===== src/rtl/psum_neuron_acc_if.sv =====
// rtl/psum_neuron_acc_if.sv - packet link bundle for the neuron accumulator stage
//
// Carries both packet streams of psum_neuron_acc:
//   in_data/in_valid/in_ready    : psum and residual packets arriving from the NoC
//   out_data/out_valid/out_ready : spike and residual packets leaving toward OFM memory
// Modports:
//   master : the side that drives packets in and consumes packets out
//   slave  : the neuron accumulator itself
interface psum_neuron_acc_if #(
    parameter int WIDTH = 35
);
    logic [WIDTH-1:0] in_data;
    logic             in_valid;
    logic             in_ready;
    logic [WIDTH-1:0] out_data;
    logic             out_valid;
    logic             out_ready;

    modport master (
        output in_data,
        output in_valid,
        input  in_ready,
        input  out_data,
        input  out_valid,
        output out_ready
    );

    modport slave (
        input  in_data,
        input  in_valid,
        output in_ready,
        output out_data,
        output out_valid,
        input  out_ready
    );
endinterface


===== src/rtl/psum_neuron_acc.sv =====
// rtl/psum_neuron_acc.sv - integrate-and-fire neuron stage feeding OFM/residual memory
//
// Collects the three partial sums (SUM1/SUM2/SUM3) for one output pixel plus,
// after the first timestep, the stored residual from OFM memory. The sum is
// compared against THRESHOLD; a spike packet and then a residual packet are
// sent toward OFM memory. Pixels are walked in raster order, timestep by
// timestep, until the last pixel of the last timestep, after which the block
// parks in DONE until reset.
//
// Packet layout: [34:31] dest, [30:27] src, [26:25] type, [24:8] aux, [7:0] value
//
// Ports:
//   clk        clock
//   rst_n      synchronous active-low reset
//   bus        psum_neuron_acc_if.slave (in_data/in_valid/in_ready,
//              out_data/out_valid/out_ready)
//   pix_idx    current pixel index (row*COLS+col)
//   tstep      current timestep
//   done       high once the last pixel of the last timestep is sent
//   err_pulse  one-cycle pulse when an incoming packet is dropped
//
// Optional build macro: NEURON_LEAK_EN - subtract LEAK (floored at 0) from the
// accumulator before the threshold compare.
module psum_neuron_acc #(
    parameter int          WIDTH      = 35,
    parameter int          ROWS       = 28,
    parameter int          COLS       = 28,
    parameter int          TIMESTEPS  = 10,
    parameter int          THRESHOLD  = 64,
    parameter logic [3:0]  SELF_ADDR  = 4'b1000,
    parameter logic [3:0]  OFM_ADDR   = 4'b1100,
    parameter logic [3:0]  SUM1_ADDR  = 4'b0001,
    parameter logic [3:0]  SUM2_ADDR  = 4'b0011,
    parameter logic [3:0]  SUM3_ADDR  = 4'b0111,
    parameter logic [1:0]  PSUM_TYPE  = 2'b01,
    parameter logic [1:0]  RES_TYPE   = 2'b10,
    parameter logic [1:0]  SPIKE_TYPE = 2'b11,
    parameter int          LEAK       = 1
) (
    input  logic                clk,
    input  logic                rst_n,
    psum_neuron_acc_if.slave    bus,
    output logic [9:0]          pix_idx,
    output logic [3:0]          tstep,
    output logic                done,
    output logic                err_pulse
);

`ifdef NEURON_LEAK_EN
    localparam bit LEAK_ON = 1'b1;
`else
    localparam bit LEAK_ON = 1'b0;
`endif

    // With the leak disabled the amount is zero, which makes acc_eff == acc.
    localparam logic [9:0] LEAK_AMT = LEAK_ON ? 10'(LEAK) : 10'd0;
    localparam logic [9:0] THR      = 10'(THRESHOLD);
    localparam logic [9:0] PIX_LAST = 10'(ROWS * COLS - 1);
    localparam logic [3:0] TS_LAST  = 4'(TIMESTEPS - 1);

    typedef enum logic [2:0] {
        COLLECT,
        FIRE,
        SEND_SPK,
        SEND_RES,
        DONE_ST
    } state_t;

    state_t      state;
    state_t      state_nx;

    logic [3:0]  got_mask;
    logic [9:0]  acc;
    logic        spike;
    logic [7:0]  resid;

    // ------------------------------------------------------------------
    // Incoming packet decode
    // ------------------------------------------------------------------
    logic [3:0]  in_dest;
    logic [3:0]  in_src;
    logic [1:0]  in_type;
    logic [7:0]  in_val;
    logic        unused_aux;

    assign in_dest    = bus.in_data[WIDTH-1 -: 4];
    assign in_src     = bus.in_data[WIDTH-5 -: 4];
    assign in_type    = bus.in_data[WIDTH-9 -: 2];
    assign in_val     = bus.in_data[7:0];
    assign unused_aux = ^bus.in_data[WIDTH-11:8];

    // One-hot slot the packet would fill; zero means the packet is not one
    // this block can use (wrong dest, type or source, or a residual before
    // any residual exists).
    logic [3:0]  hit;

    always_comb begin
        hit = 4'b0000;
        if (in_dest == SELF_ADDR) begin
            if (in_type == PSUM_TYPE) begin
                if (in_src == SUM1_ADDR)
                    hit = 4'b0001;
                else if (in_src == SUM2_ADDR)
                    hit = 4'b0010;
                else if (in_src == SUM3_ADDR)
                    hit = 4'b0100;
            end else if (in_type == RES_TYPE && in_src == OFM_ADDR && tstep != 4'd0) begin
                hit = 4'b1000;
            end
        end
    end

    logic        in_ready_c;
    logic        xfer_in;
    logic        pkt_ok;
    logic        accept;
    logic        drop;
    logic [3:0]  need_mask;
    logic        mask_full;
    logic        last_pix;

    assign xfer_in   = bus.in_valid && in_ready_c;
    assign pkt_ok    = (hit != 4'b0000) && ((hit & got_mask) == 4'b0000);
    assign accept    = xfer_in && pkt_ok;
    assign drop      = xfer_in && !pkt_ok;
    assign need_mask = (tstep == 4'd0) ? 4'b0111 : 4'b1111;
    assign mask_full = (got_mask == need_mask);
    assign last_pix  = (pix_idx == PIX_LAST) && (tstep == TS_LAST);

    // ------------------------------------------------------------------
    // Fire arithmetic (evaluated while in FIRE, registered on exit)
    // ------------------------------------------------------------------
    logic [9:0]  acc_eff;
    logic        fire_spike;
    logic [9:0]  fire_diff;
    logic [7:0]  fire_resid;

    always_comb begin
        acc_eff    = (acc > LEAK_AMT) ? (acc - LEAK_AMT) : 10'd0;
        fire_spike = (acc_eff >= THR);
        fire_diff  = fire_spike ? (acc_eff - THR) : acc_eff;
        // Residual memory holds 8 bits; anything larger clips to full scale.
        fire_resid = (fire_diff[9:8] != 2'b00) ? 8'hFF : fire_diff[7:0];
    end

    // ------------------------------------------------------------------
    // Outgoing packets
    // ------------------------------------------------------------------
    logic [WIDTH-1:0] spk_pkt;
    logic [WIDTH-1:0] res_pkt;

    assign spk_pkt = {OFM_ADDR, SELF_ADDR, SPIKE_TYPE, 7'b0, pix_idx, 7'b0, spike};
    assign res_pkt = {OFM_ADDR, SELF_ADDR, RES_TYPE, 7'b0, pix_idx, resid};

    // ------------------------------------------------------------------
    // FSM: state register
    // ------------------------------------------------------------------
    always_ff @(posedge clk) begin
        if (!rst_n)
            state <= COLLECT;
        else
            state <= state_nx;
    end

    // ------------------------------------------------------------------
    // FSM: next state and link outputs
    // ------------------------------------------------------------------
    logic              out_valid_c;
    logic [WIDTH-1:0]  out_data_c;

    always_comb begin
        state_nx    = state;
        in_ready_c  = 1'b0;
        out_valid_c = 1'b0;
        out_data_c  = '0;
        case (state)
            COLLECT: begin
                in_ready_c = 1'b1;
                // Mask is checked from the register, so FIRE follows one
                // cycle after the completing packet lands.
                if (mask_full)
                    state_nx = FIRE;
            end
            FIRE: begin
                state_nx = SEND_SPK;
            end
            SEND_SPK: begin
                out_valid_c = 1'b1;
                out_data_c  = spk_pkt;
                if (bus.out_ready)
                    state_nx = SEND_RES;
            end
            SEND_RES: begin
                out_valid_c = 1'b1;
                out_data_c  = res_pkt;
                if (bus.out_ready)
                    state_nx = last_pix ? DONE_ST : COLLECT;
            end
            DONE_ST: begin
                state_nx = DONE_ST;
            end
            default: begin
                state_nx = COLLECT;
            end
        endcase
    end

    assign bus.in_ready  = in_ready_c;
    assign bus.out_valid = out_valid_c;
    assign bus.out_data  = out_data_c;

    // ------------------------------------------------------------------
    // Datapath and counters
    // ------------------------------------------------------------------
    always_ff @(posedge clk) begin
        if (!rst_n) begin
            got_mask  <= 4'b0000;
            acc       <= 10'd0;
            spike     <= 1'b0;
            resid     <= 8'd0;
            pix_idx   <= 10'd0;
            tstep     <= 4'd0;
            done      <= 1'b0;
            err_pulse <= 1'b0;
        end else begin
            err_pulse <= drop;

            if (accept) begin
                got_mask <= got_mask | hit;
                acc      <= acc + {2'b00, in_val};
            end

            if (state == FIRE) begin
                spike <= fire_spike;
                resid <= fire_resid;
            end

            if (state == SEND_RES && bus.out_ready) begin
                got_mask <= 4'b0000;
                acc      <= 10'd0;
                if (pix_idx == PIX_LAST) begin
                    pix_idx <= 10'd0;
                    if (tstep == TS_LAST)
                        done <= 1'b1;
                    else
                        tstep <= tstep + 4'd1;
                end else begin
                    pix_idx <= pix_idx + 10'd1;
                end
            end
        end
    end

endmodule


===== src/flat_wrapper.sv =====
// flat-port wrapper written by rule: the top's interface ports become plain ports
module psum_neuron_acc_flat 
#(
    parameter int          WIDTH      = 35,
    parameter int          ROWS       = 28,
    parameter int          COLS       = 28,
    parameter int          TIMESTEPS  = 10,
    parameter int          THRESHOLD  = 64,
    parameter logic [3:0]  SELF_ADDR  = 4'b1000,
    parameter logic [3:0]  OFM_ADDR   = 4'b1100,
    parameter logic [3:0]  SUM1_ADDR  = 4'b0001,
    parameter logic [3:0]  SUM2_ADDR  = 4'b0011,
    parameter logic [3:0]  SUM3_ADDR  = 4'b0111,
    parameter logic [1:0]  PSUM_TYPE  = 2'b01,
    parameter logic [1:0]  RES_TYPE   = 2'b10,
    parameter logic [1:0]  SPIKE_TYPE = 2'b11,
    parameter int          LEAK       = 1
)
  (clk, rst_n, pix_idx, tstep, done, err_pulse, bus_in_data, bus_in_valid, bus_in_ready, bus_out_data, bus_out_valid, bus_out_ready);
  psum_neuron_acc_if #(.WIDTH(WIDTH)) bus_i ();
  input  logic clk;
  input  logic rst_n;
  output logic [9:0] pix_idx;
  output logic [3:0] tstep;
  output logic done;
  output logic err_pulse;
  input wire logic [$bits(bus_i.in_data)-1:0] bus_in_data;
  input wire logic [$bits(bus_i.in_valid)-1:0] bus_in_valid;
  output wire logic [$bits(bus_i.in_ready)-1:0] bus_in_ready;
  output wire logic [$bits(bus_i.out_data)-1:0] bus_out_data;
  output wire logic [$bits(bus_i.out_valid)-1:0] bus_out_valid;
  input wire logic [$bits(bus_i.out_ready)-1:0] bus_out_ready;
  assign bus_i.in_data = bus_in_data;
  assign bus_i.in_valid = bus_in_valid;
  assign bus_in_ready = bus_i.in_ready;
  assign bus_out_data = bus_i.out_data;
  assign bus_out_valid = bus_i.out_valid;
  assign bus_i.out_ready = bus_out_ready;
  psum_neuron_acc #(.WIDTH(WIDTH), .ROWS(ROWS), .COLS(COLS), .TIMESTEPS(TIMESTEPS), .THRESHOLD(THRESHOLD), .SELF_ADDR(SELF_ADDR), .OFM_ADDR(OFM_ADDR), .SUM1_ADDR(SUM1_ADDR), .SUM2_ADDR(SUM2_ADDR), .SUM3_ADDR(SUM3_ADDR), .PSUM_TYPE(PSUM_TYPE), .RES_TYPE(RES_TYPE), .SPIKE_TYPE(SPIKE_TYPE), .LEAK(LEAK)) u_core (.clk(clk), .rst_n(rst_n), .bus(bus_i), .pix_idx(pix_idx), .tstep(tstep), .done(done), .err_pulse(err_pulse));
endmodule

===== config.mk =====
export PLATFORM = sky130hd
export DESIGN_NAME = psum_neuron_acc_flat
export DESIGN_NICKNAME = d
export VERILOG_FILES = /design/src/rtl/psum_neuron_acc_if.sv /design/src/rtl/psum_neuron_acc.sv /design/src/flat_wrapper.sv
export SDC_FILE = /design/constraint.sdc
export NUM_CORES = 1
export LEC_CHECK = 0
export BUFFER_PORTS_ARGS = -buffer_cell sky130_fd_sc_hd__buf_2
export CAP_MARGIN = 20
export CORE_ASPECT_RATIO = 0.7
export CORE_UTILIZATION = 56
export CTS_BUF_LIST = sky130_fd_sc_hd__clkbuf_8
export DETAILED_ROUTE_END_ITERATION = 10
export HOLD_SLACK_MARGIN = 0.02
export PLACE_DENSITY = 0.88
export SETUP_SLACK_MARGIN = 0.5
export SLEW_MARGIN = 20
export SYNTH_ARGS = -nofsm -noshare
export SYNTH_HDL_FRONTEND = slang
export SYNTH_SLANG_ARGS = --single-unit

===== constraint.sdc =====
create_clock -name clk -period 6.8 [get_ports clk]
set_input_delay 2.04 -clock clk [delete_from_list [all_inputs] [get_ports clk]]
set_output_delay 2.04 -clock clk [all_outputs]
set_load 0.1 [all_outputs]

Word level (Yosys, flattened, before mapping)
Index checks and enable logic that the tools add are counted.
- register bits: 42
- input port bits: 39
- output and inout bits: 53
- reductions and logical operators: 20
- eq/ne operators: 17
- $lt $le $gt $ge: 2
- add/subtract/negate cells: 4
- bitwise operators: 4
- mux-type cells: 19
- operator list (operator ; count):
    one-hot mux 35 bit (2 select lines) ; 1
    two-way mux 10 bit ; 3
    two-way mux 4 bit ; 6
    two-way mux 3 bit ; 5
    one-hot mux 3 bit (5 select lines) ; 1
    equality test 4 bit (second input constant) ; 3
    adder 10 x 1 -> 10 bit (second input constant) ; 1
    adder 10 x 8 -> 10 bit ; 1
    equality test 10 bit (second input constant) ; 1
    >= comparator 10 x 7 -> 1 bit (second input constant) ; 1
    > comparator 10 x 1 -> 1 bit (second input constant) ; 1
    subtractor 10 x 7 -> 10 bit (second input constant) ; 1
    AND reduction 3 bit ; 3
    logical AND 1 bit ; 8
    logical NOT 4 bit ; 2
    two-way mux 8 bit ; 1
    nonzero test 4 bit ; 2
    equality test 3 x 2 -> 1 bit (second input constant) ; 2
    adder 4 x 1 -> 4 bit (second input constant) ; 1
    bitwise AND 4 bit ; 1
    equality test 4 x 1 -> 1 bit (second input constant) ; 1
    equality test 4 x 2 -> 1 bit (second input constant) ; 1
    equality test 4 x 3 -> 1 bit (second input constant) ; 1
    equality test 4 bit ; 1
    13 further kinds ; 17

Logic depth before layout (Yosys ltp)
Gate-level depths: netlist of run 1.
- word-level depth: 11
- depth in mapped cells: 8
- gate-level depth less buffers: 7

Worst setup path after synthesis of run 1
No wires, ideal clock.
- path kind: register -> output
- start: reg u_core.state[0]
- end: out bus_in_ready
- buffers on the path: 1
- cell stages (with the launch flop): 3
- arrival: 2.656 ns
- slack: 2.104 ns
- path through: dfxtp_1 clkbuf_1 nor3_1
- cells in the longest elaborated chain, start to end: 2
- RTL lines (element ; RTL line ; RTL):
    from (decl) ; psum_neuron_acc.sv:69 ; state_t state;
    from (signal assigned) ; psum_neuron_acc.sv:162 ; state <= state_nx;
    logical NOT 3 bit ; psum_neuron_acc.sv:176 ; case (state)
    two-way mux 1 bit ; psum_neuron_acc.sv:176 ;
    to (decl) ; flat_wrapper.sv:29 ; output wire logic [$bits(bus_i.in_ready)-1:0] bus_in_ready;
Every way passes these cells.

Final worst setup path of run 1
- start: reg u_core.state[2]
- end: out bus_out_data[1]
- cells in the longest elaborated chain, start to end: 2
- elaborated cells between the ends (all ways): 3
- those cells by class: eq/ne (2); mux (1)
- RTL lines (element ; RTL line ; RTL):
    equality test 3 x 2 -> 1 bit ; psum_neuron_acc.sv:176 ;
    one-hot mux 35 bit (2 select lines) (*) ; psum_neuron_acc.sv:176 ;
    to (decl) ; flat_wrapper.sv:30 ; output wire logic [$bits(bus_i.out_data)-1:0] bus_out_data;
Every way passes the cells marked *; elsewhere a longest branch is shown, timed or not.

==> key figures, run 1 <==
Synthesis
  • Synth warnings: 0
  • Syn_area_per_cell: 8.43 um2
  • Post-synthesis cell type with the largest combined area: sky130_fd_sc_hd__dfxtp_1
  • Part of the Yosys area used for sequential elements: 0.321
  • Count of state elements after synthesis: 42
  • Area of the mapped netlist: 2620 um2
  • Number of distinct library cell variants in the gate-level netlist after synthesis: 58
  • Top flip-flop cell by instance count after synthesis: sky130_fd_sc_hd__dfxtp_1
  • Dominant cells by area after synthesis: sky130_fd_sc_hd__dfxtp_1, sky130_fd_sc_hd__ha_1, sky130_fd_sc_hd__buf_4
  • Area share of the largest cell type after synthesis: 0.321
  • Cell count after synthesis: 311
  • Number of flops mapped to enable cells by yosys: 0
  • Share of flip-flops with an asynchronous set or reset: 0

STA
  • Worst relative slew slack: 0.524
  • Final Hold Viols: 0
  • Final Max Slew Viols: 0
  • Final period util: 0.595
  • Highest Clock Rate: 247 MHz
  • Final setup violating endpoints: 0
  • Worst-case clock skew: 0.00341 ns
  • Minimum clock period after layout: 4.04 ns
  • Slew @ Worst Pin: 0.704 ns
  • Setup Total Neg Slack: 0 ns
  • Final worst hold slack: 0.470 ns
  • Setup repair after global routing missed its margin: no

Cells and area
  • Most common library cell in the layout ignoring fill and taps: sky130_fd_sc_hd__buf_2
  • Cell area after layout: 2970 um2
  • Core utilization of the finished layout: 0.675
  • Nets: 421
  • Area growth from synthesis to layout: 13.4%
  • Leading cell types in the layout, fill and taps excluded: sky130_fd_sc_hd__buf_2, sky130_fd_sc_hd__dfxtp_1, sky130_fd_sc_hd__nand2_1
  • Ratio of cells with drive above 1 in the final layout: 0.225
  • Number of standard cells in the layout, taps in and fillers out: 420
  • Diode insertion count for antenna repair: 0

Routing
  • Final WL: 5.88 mm
  • Via total after detailed routing: 2,454
  • Antenna-violating nets left: 0
  • Number of iterations in the first detailed-routing pass: 4
  • Initial DRC Count: 226
  • Post-detailed-route wirelength per cell: 14.0 um
  • DRC errors left: 0
  • Drt via density: 5.84

Place
  • Cells after DPL: 414
  • Gp weighted congestion: 0.849
  • Area after detailed placement: 2890 um2
  • Estimated wirelength of the detail-placed design: 4.35 mm
  • Input/output buffers: 62

Power
  • Maximum resistive drop on vdd: 0.000118 V
  • Leakage power figure: 1.32 nW
  • Net switching power of the design: 0.000183 W
  • Cell-internal power: 0.000353 W
  • Sequential power share: 0.481
  • Power density over cell area: 180 nW/um2
  • Switching share of total power: 0.342
  • Combinational Power Share: 0.226
  • Part of the total power dissipated in the clock network: 0.293

CTS
  • CTS H-tree depth: 2
  • Number of instances resized during post-cts repair: 0
  • Number of buffers created by CTS: 5
  • Number of clock sinks seen by CTS: 42
  • Clock tree from TritonCTS: yes
  • Number of buffers added for setup after CTS: 0
  • CTS Root Buffer Type: sky130_fd_sc_hd__clkbuf_8
  • Clock slew at the register clock pins of the worst setup and hold paths: 0.07 ns
  • Buffers from clock root to sink, at most: 2
  • Hold Buf Count CTS: 0
  • Clock insertion delay at the later pin of the skew report: 0.29 ns

Critical path
  • Category of the worst setup path capture point: primary output
  • Critical-path maximum fanout: 23
  • Kind of launch point of the worst setup path: flip-flop
  • Critical Path, Cell by Cell: nand2b_1 > inv_1 > and3_1 > buf_2
  • Crit path largest cell delay: 0.46 ns
  • Critical Path AT: 2.00 ns
  • Worst EP required: 4.76 ns
  • Worst setup path class: flip-flop to primary output
  • Cell at the slowest stage of the critical path: sky130_fd_sc_hd__inv_1

Outcome
  • Status: complete, no violations

Floorplan
  • Chip Width: 83.8 um
  • Floorplan core area: 4400 um2
  • Full die area: 4960 um2
  • Number of placement rows: 20
  • Floorplan die height: 59.2 um
  • Num ports: 92
  • Effective utilization at floorplan: 0.595

Job
  • Maximum capacitance violations: 0

GRT
  • Overall fraction of global-route tracks in use: 0.239
  • Number of global-route vias before repair: 2,047
  • Global-route wire length before repair: 9.40 mm
  • Total congestion overflow: 0
  • Number of antenna violations at the first check in global routing: 0
  • Largest net degree at the start of global routing: 28

Worst hold path
  • Min-Delay Path Class: flip-flop to flip-flop
## critical path: cells and delay by family, from the launching register on
kind / cells / cell delay [ns]
buffers and inverters: 2 / 0.88
flip-flops: 1 / 0.36
AND/OR/NAND/NOR: 2 / 0.47
## per-layer routing
metal / routed length, um / GRT usage / vias up
met4: 82 / 0.0751 / 0
li1: - / - / 1218
met3: 412 / 0.0515 / 10
met5: 0 / 0 / -
met1: 2790 / 0.331 / 1124
met2: 2590 / 0.376 / 102
## cells in the mapped netlist (all sizes together) (5+ instances only)
| library cell | count |
|---|---|
| o221a | 6 |
| nand4 | 5 |
| o21ai | 12 |
| nand3 | 14 |
| and2 | 13 |
| nor2 | 25 |
| nand2 | 29 |
| dfxtp | 42 |
| o21a | 7 |
| and3 | 11 |
| a21oi | 11 |
| clkbuf | 8 |
| ha | 15 |
| buf | 18 |
| xnor2 | 6 |
| inv | 8 |
| xor2 | 9 |
## through the flow
stage / worst slack, ns / total power, W
floorplan: 2.10 / 0.000373
global placement: 2.65 / 0.000382
detailed placement: 2.62 / 0.000384
CTS: 2.74 / 0.000539
global route: 2.60 / 0.000558
finish: 2.76 / 0.000536
## area by class of cell
| type | count | area (um2) |
|---|---|---|
| clock buffers | 6 | 82.6 |
| multi-input cells | 246 | 1630 |
| well taps | 55 | 68.8 |
| repair buffers | 63 | 318 |
| fillers | 375 | 1430 |
| inverters | 8 | 30.0 |
| flip-flops and latches | 42 | 841 |
## flip-flops by register name (all words and copies together), names as in the netlist
| signal | count |
|---|---|
| u_core.err_pulse | 1 |
| u_core.resid | 8 |
| u_core.done | 1 |
| u_core.acc | 10 |
| u_core.pix_idx | 10 |
| u_core.state | 3 |
| u_core.spike | 1 |
| u_core.tstep | 4 |
| u_core.got_mask | 4 |
## power by group through the flow
stage | Combinational, W | Sequential, W | Clock (W)
floorplan | 0.000108 | 0.000265 | 0
global placement | 0.000119 | 0.000263 | 0
detailed placement | 0.000120 | 0.000264 | 0
CTS | 0.000121 | 0.000258 | 0.000160
global route | 0.000127 | 0.000259 | 0.000171
finish | 0.000121 | 0.000258 | 0.000157
## logic make-up after synthesis
logic type      count (synthesis)  synth area share
other cells                     1           0.00143
flops                          42             0.321
simple gates                  133             0.279
buf+inv                        34            0.0721
xor+xnor                       15            0.0501
compound gates                 68             0.189
mux                             2           0.00811
fa+ha+maj                      16            0.0792
## final timing paths
check                                from                    endpoint  slack, ns  cells past startpoint
max          u_core.state[2]$_SDFFE_PN0P_             bus_out_data[1]       2.76                      4
max reg2reg  u_core.tstep[0]$_SDFFE_PN0P_  u_core.acc[4]$_SDFFE_PP0P_       4.19                      7
min              u_core.done$_SDFFE_PN0P_    u_core.done$_SDFFE_PN0P_       0.47                      1
min reg2reg      u_core.done$_SDFFE_PN0P_    u_core.done$_SDFFE_PN0P_       0.47                      1
No activity file was read; power rests on OpenSTA's default activity.
==> inputs of run 2 (changes only) <==
--- a/config.mk
+++ b/config.mk
@@ -8,11 +8,11 @@
 export BUFFER_PORTS_ARGS = -buffer_cell sky130_fd_sc_hd__buf_2
 export CAP_MARGIN = 20
 export CORE_ASPECT_RATIO = 0.7
-export CORE_UTILIZATION = 56
+export CORE_UTILIZATION = 47
 export CTS_BUF_LIST = sky130_fd_sc_hd__clkbuf_8
 export DETAILED_ROUTE_END_ITERATION = 10
 export HOLD_SLACK_MARGIN = 0.02
-export PLACE_DENSITY = 0.88
+export PLACE_DENSITY = 0.79
 export SETUP_SLACK_MARGIN = 0.5
 export SLEW_MARGIN = 20
 export SYNTH_ARGS = -nofsm -noshare
==> constraint.sdc (replaced) <==
create_clock -name clk -period 3.6 [get_ports clk]
set_input_delay 1.08 -clock clk [delete_from_list [all_inputs] [get_ports clk]]
set_output_delay 1.08 -clock clk [all_outputs]
set_load 0.1 [all_outputs]
==> run 2 against run 1 <==
Net effect:
- hold slack improved by 0.0074 ns
- sequential share of layout area down 0.47 points
- via count is 1.9% lower
- largest cell class unchanged
- final cell count rose by 4.5%
- utilization shrank 11 points
- global-route usage shrank 3.2 points
==> key figures, run 2 (synthesis results as in run 1) <==
Outcome
  • Status: complete, no violations

Critical path
  • Worst EP required: 3.82 ns
  • Worst reg2reg path startpoint: u_core.tstep[0]$_SDFFE_PN0P_
  • Kind of launch point of the worst setup path: primary input
  • Largest delay share family, worst path: simple AND/OR/NAND/NOR gates
  • Category of the worst setup path capture point: flip-flop
  • Worst setup path class: primary input to flip-flop
  • Worst path bufs/invs: 1
  • Critical Path AT: 3.14 ns
  • Cell count of the worst reg-to-reg path: 7
  • Critical Path, Cell by Cell: buf_2 > nor4bb_1 > nand2_1 > a2111o_1 > or3_1 > a21oi_1
  • Critical-path maximum fanout: 11
  • R2r setup slk: 1.01 ns
  • Cell at the slowest stage of the critical path: sky130_fd_sc_hd__a2111o_1
  • FF-to-FF End: u_core.acc[4]$_SDFFE_PP0P_
  • Crit path largest cell delay: 0.59 ns

Floorplan
  • Effective utilization at floorplan: 0.493
  • Num ports: 92
  • Number of placement rows: 22
  • Chip Width: 91.3 um
  • Floorplan die height: 64.5 um
  • Floorplan core area: 5310 um2
  • Full die area: 5880 um2

Power
  • Combinational Power Share: 0.233
  • Cell-internal power: 0.000649 W
  • Power density over cell area: 331 nW/um2
  • Part of the total power dissipated in the clock network: 0.279
  • Switching share of total power: 0.352
  • Maximum resistive drop on vdd: 0.000173 V
  • Net switching power of the design: 0.000352 W
  • Leakage power figure: 1.32 nW
  • Sequential power share: 0.488

GRT
  • Number of antenna violations at the first check in global routing: 0
  • Total congestion overflow: 0
  • Global-route wire length before repair: 9.94 mm
  • Number of global-route vias before repair: 2,163
  • Largest net degree at the start of global routing: 28
  • Overall fraction of global-route tracks in use: 0.206

Place
  • Area after detailed placement: 2930 um2
  • Input/output buffers: 62
  • Gp weighted congestion: 0.909
  • Estimated wirelength of the detail-placed design: 4.39 mm

STA
  • Minimum clock period after layout: 2.91 ns
  • Final period util: 0.810
  • Final Hold Viols: 0
  • Setup Total Neg Slack: 0 ns
  • Slew @ Worst Pin: 0.676 ns
  • Worst relative slew slack: 0.545
  • Final Max Slew Viols: 0
  • Highest Clock Rate: 343 MHz
  • Final setup violating endpoints: 0
  • Setup repair after global routing missed its margin: no
  • Worst-case clock skew: 0.0108 ns

Routing
  • Drt via density: 5.48
  • Initial DRC Count: 147
  • Post-detailed-route wirelength per cell: 13.1 um
  • Via total after detailed routing: 2,407
  • Final WL: 5.77 mm
  • Antenna-violating nets left: 0
  • Number of iterations in the first detailed-routing pass: 4
  • DRC errors left: 0

CTS
  • Hold Buf Count CTS: 0
  • Clock insertion delay at the later pin of the skew report: 0.30 ns
  • Number of buffers created by CTS: 5
  • Clock tree from TritonCTS: yes
  • Clock slew at the register clock pins of the worst setup and hold paths: 0.08 ns
  • CTS Root Buffer Type: sky130_fd_sc_hd__clkbuf_8
  • Buffers from clock root to sink, at most: 2
  • Number of clock sinks seen by CTS: 42
  • CTS H-tree depth: 2

Cells and area
  • Nets: 422
  • Largest registers: u_core.acc: 10 flops, u_core.pix_idx: 10 flops, u_core.resid: 8 flops
  • Area growth from synthesis to layout: 15.3%
  • Most common library cell in the layout ignoring fill and taps: sky130_fd_sc_hd__buf_2
  • Diode insertion count for antenna repair: 0
  • FILL cells: 491
  • Ratio of cells with drive above 1 in the final layout: 0.262
  • Leading cell types in the layout, fill and taps excluded: sky130_fd_sc_hd__buf_2, sky130_fd_sc_hd__dfxtp_1, sky130_fd_sc_hd__nand2_1
  • Flip-flop and latch area: 841 um2
  • Multi-input logic area: 1660 um2
  • Cell area after layout: 3020 um2

Worst hold path
  • Startpoint of the lowest-slack hold path: u_core.resid[7]$_SDFFE_PN0P_
  • Min-Delay Path Class: flip-flop to flip-flop
  • Number of instances on the worst hold path: 2
  • Hold Path End: u_core.resid[7]$_SDFFE_PN0P_

Job
  • Maximum capacitance violations: 0
## run 2: cell count changes in the layout (fill, tap and decap cells not counted)
| cell | change |
|---|---|
| sky130_fd_sc_hd__clkbuf_8 | -1 |
| sky130_fd_sc_hd__and2_2 | +9 |
| sky130_fd_sc_hd__inv_1 | +1 |
| sky130_fd_sc_hd__nor3_2 | +1 |
| sky130_fd_sc_hd__nand2b_1 | -1 |
| sky130_fd_sc_hd__and2_1 | -9 |
| sky130_fd_sc_hd__clkinvlp_4 | +2 |
| sky130_fd_sc_hd__nor2_1 | -2 |
| sky130_fd_sc_hd__nor2_2 | +2 |
| sky130_fd_sc_hd__nand2b_2 | +1 |
| sky130_fd_sc_hd__nor3_1 | -1 |
## run 2: what timing repair did
action / 4_1_cts / 5_1_grt
setup endpoints to repair: 16 / 0
resized for setup: 3 / 0
buffers inserted: 0 / 0
## run 2: worst max-delay path by stage
stage	startpoint	endpoint	slack [ns]	cells after the start
after floorplan	u_core.tstep[1]$_SDFFE_PN0P_	u_core.acc[9]$_SDFFE_PP0P_	0.50	7
after CTS	u_core.state[2]$_SDFFE_PN0P_	bus_out_data[4]	0.68	4
after global routing	bus_in_data[30]	u_core.acc[4]$_SDFFE_PP0P_	0.53	6
after detailed placement	bus_in_data[30]	u_core.acc[4]$_SDFFE_PP0P_	0.39	6
after global placement	bus_in_data[30]	u_core.acc[4]$_SDFFE_PP0P_	0.42	6
final	bus_in_data[30]	u_core.acc[4]$_SDFFE_PP0P_	0.69	6
## run 2: through the flow
step,instances,setup WS [ns],util,hold WS [ns],power (W)
global placement,431,0.417,0.552,0.461,0.000725
detailed placement,431,0.393,0.552,0.467,0.000727
finish,439,0.685,0.569,0.477,0.00100
global route,439,0.531,0.569,0.507,0.00104
CTS,439,0.684,0.569,0.478,0.00101
floorplan,322,0.501,-,0.444,0.000705
## run 2: routing by layer
layer / GRT usage / share of wire
met5: 0 / 0
met4: 0.0615 / 0.012
met3: 0.0399 / 0.064
met2: 0.308 / 0.42
met1: 0.300 / 0.50
## run 2: area by class of cell
type	count	share of cell area
Inverter	8	0.0112
Sequential cell	42	0.278
Tap cell	72	0.0298
Timing Repair inverter	1	0.00248
Clock buffer	5	0.0228
Clock inverter	2	0.00248
Timing Repair Buffer	63	0.105
Multi-Input combinational cell	246	0.548
## run 2: worst register-to-register path, delay by kind of cell, from the launching register on
family	cells	cell delay, ns
buf+inv	1	0.07
compound gates	2	0.74
flops	1	0.44
simple gates	3	1.09
fa+ha+maj	1	0.19
## run 2: power by group through the flow
stage	Combinational [W]	Sequential, W	Clock, W
after floorplan	0.000205	0.000500	0
after global placement	0.000226	0.000498	0
after detailed placement	0.000229	0.000499	0
after CTS	0.000233	0.000488	0.000286
after global routing	0.000245	0.000490	0.000305
final	0.000233	0.000488	0.000280
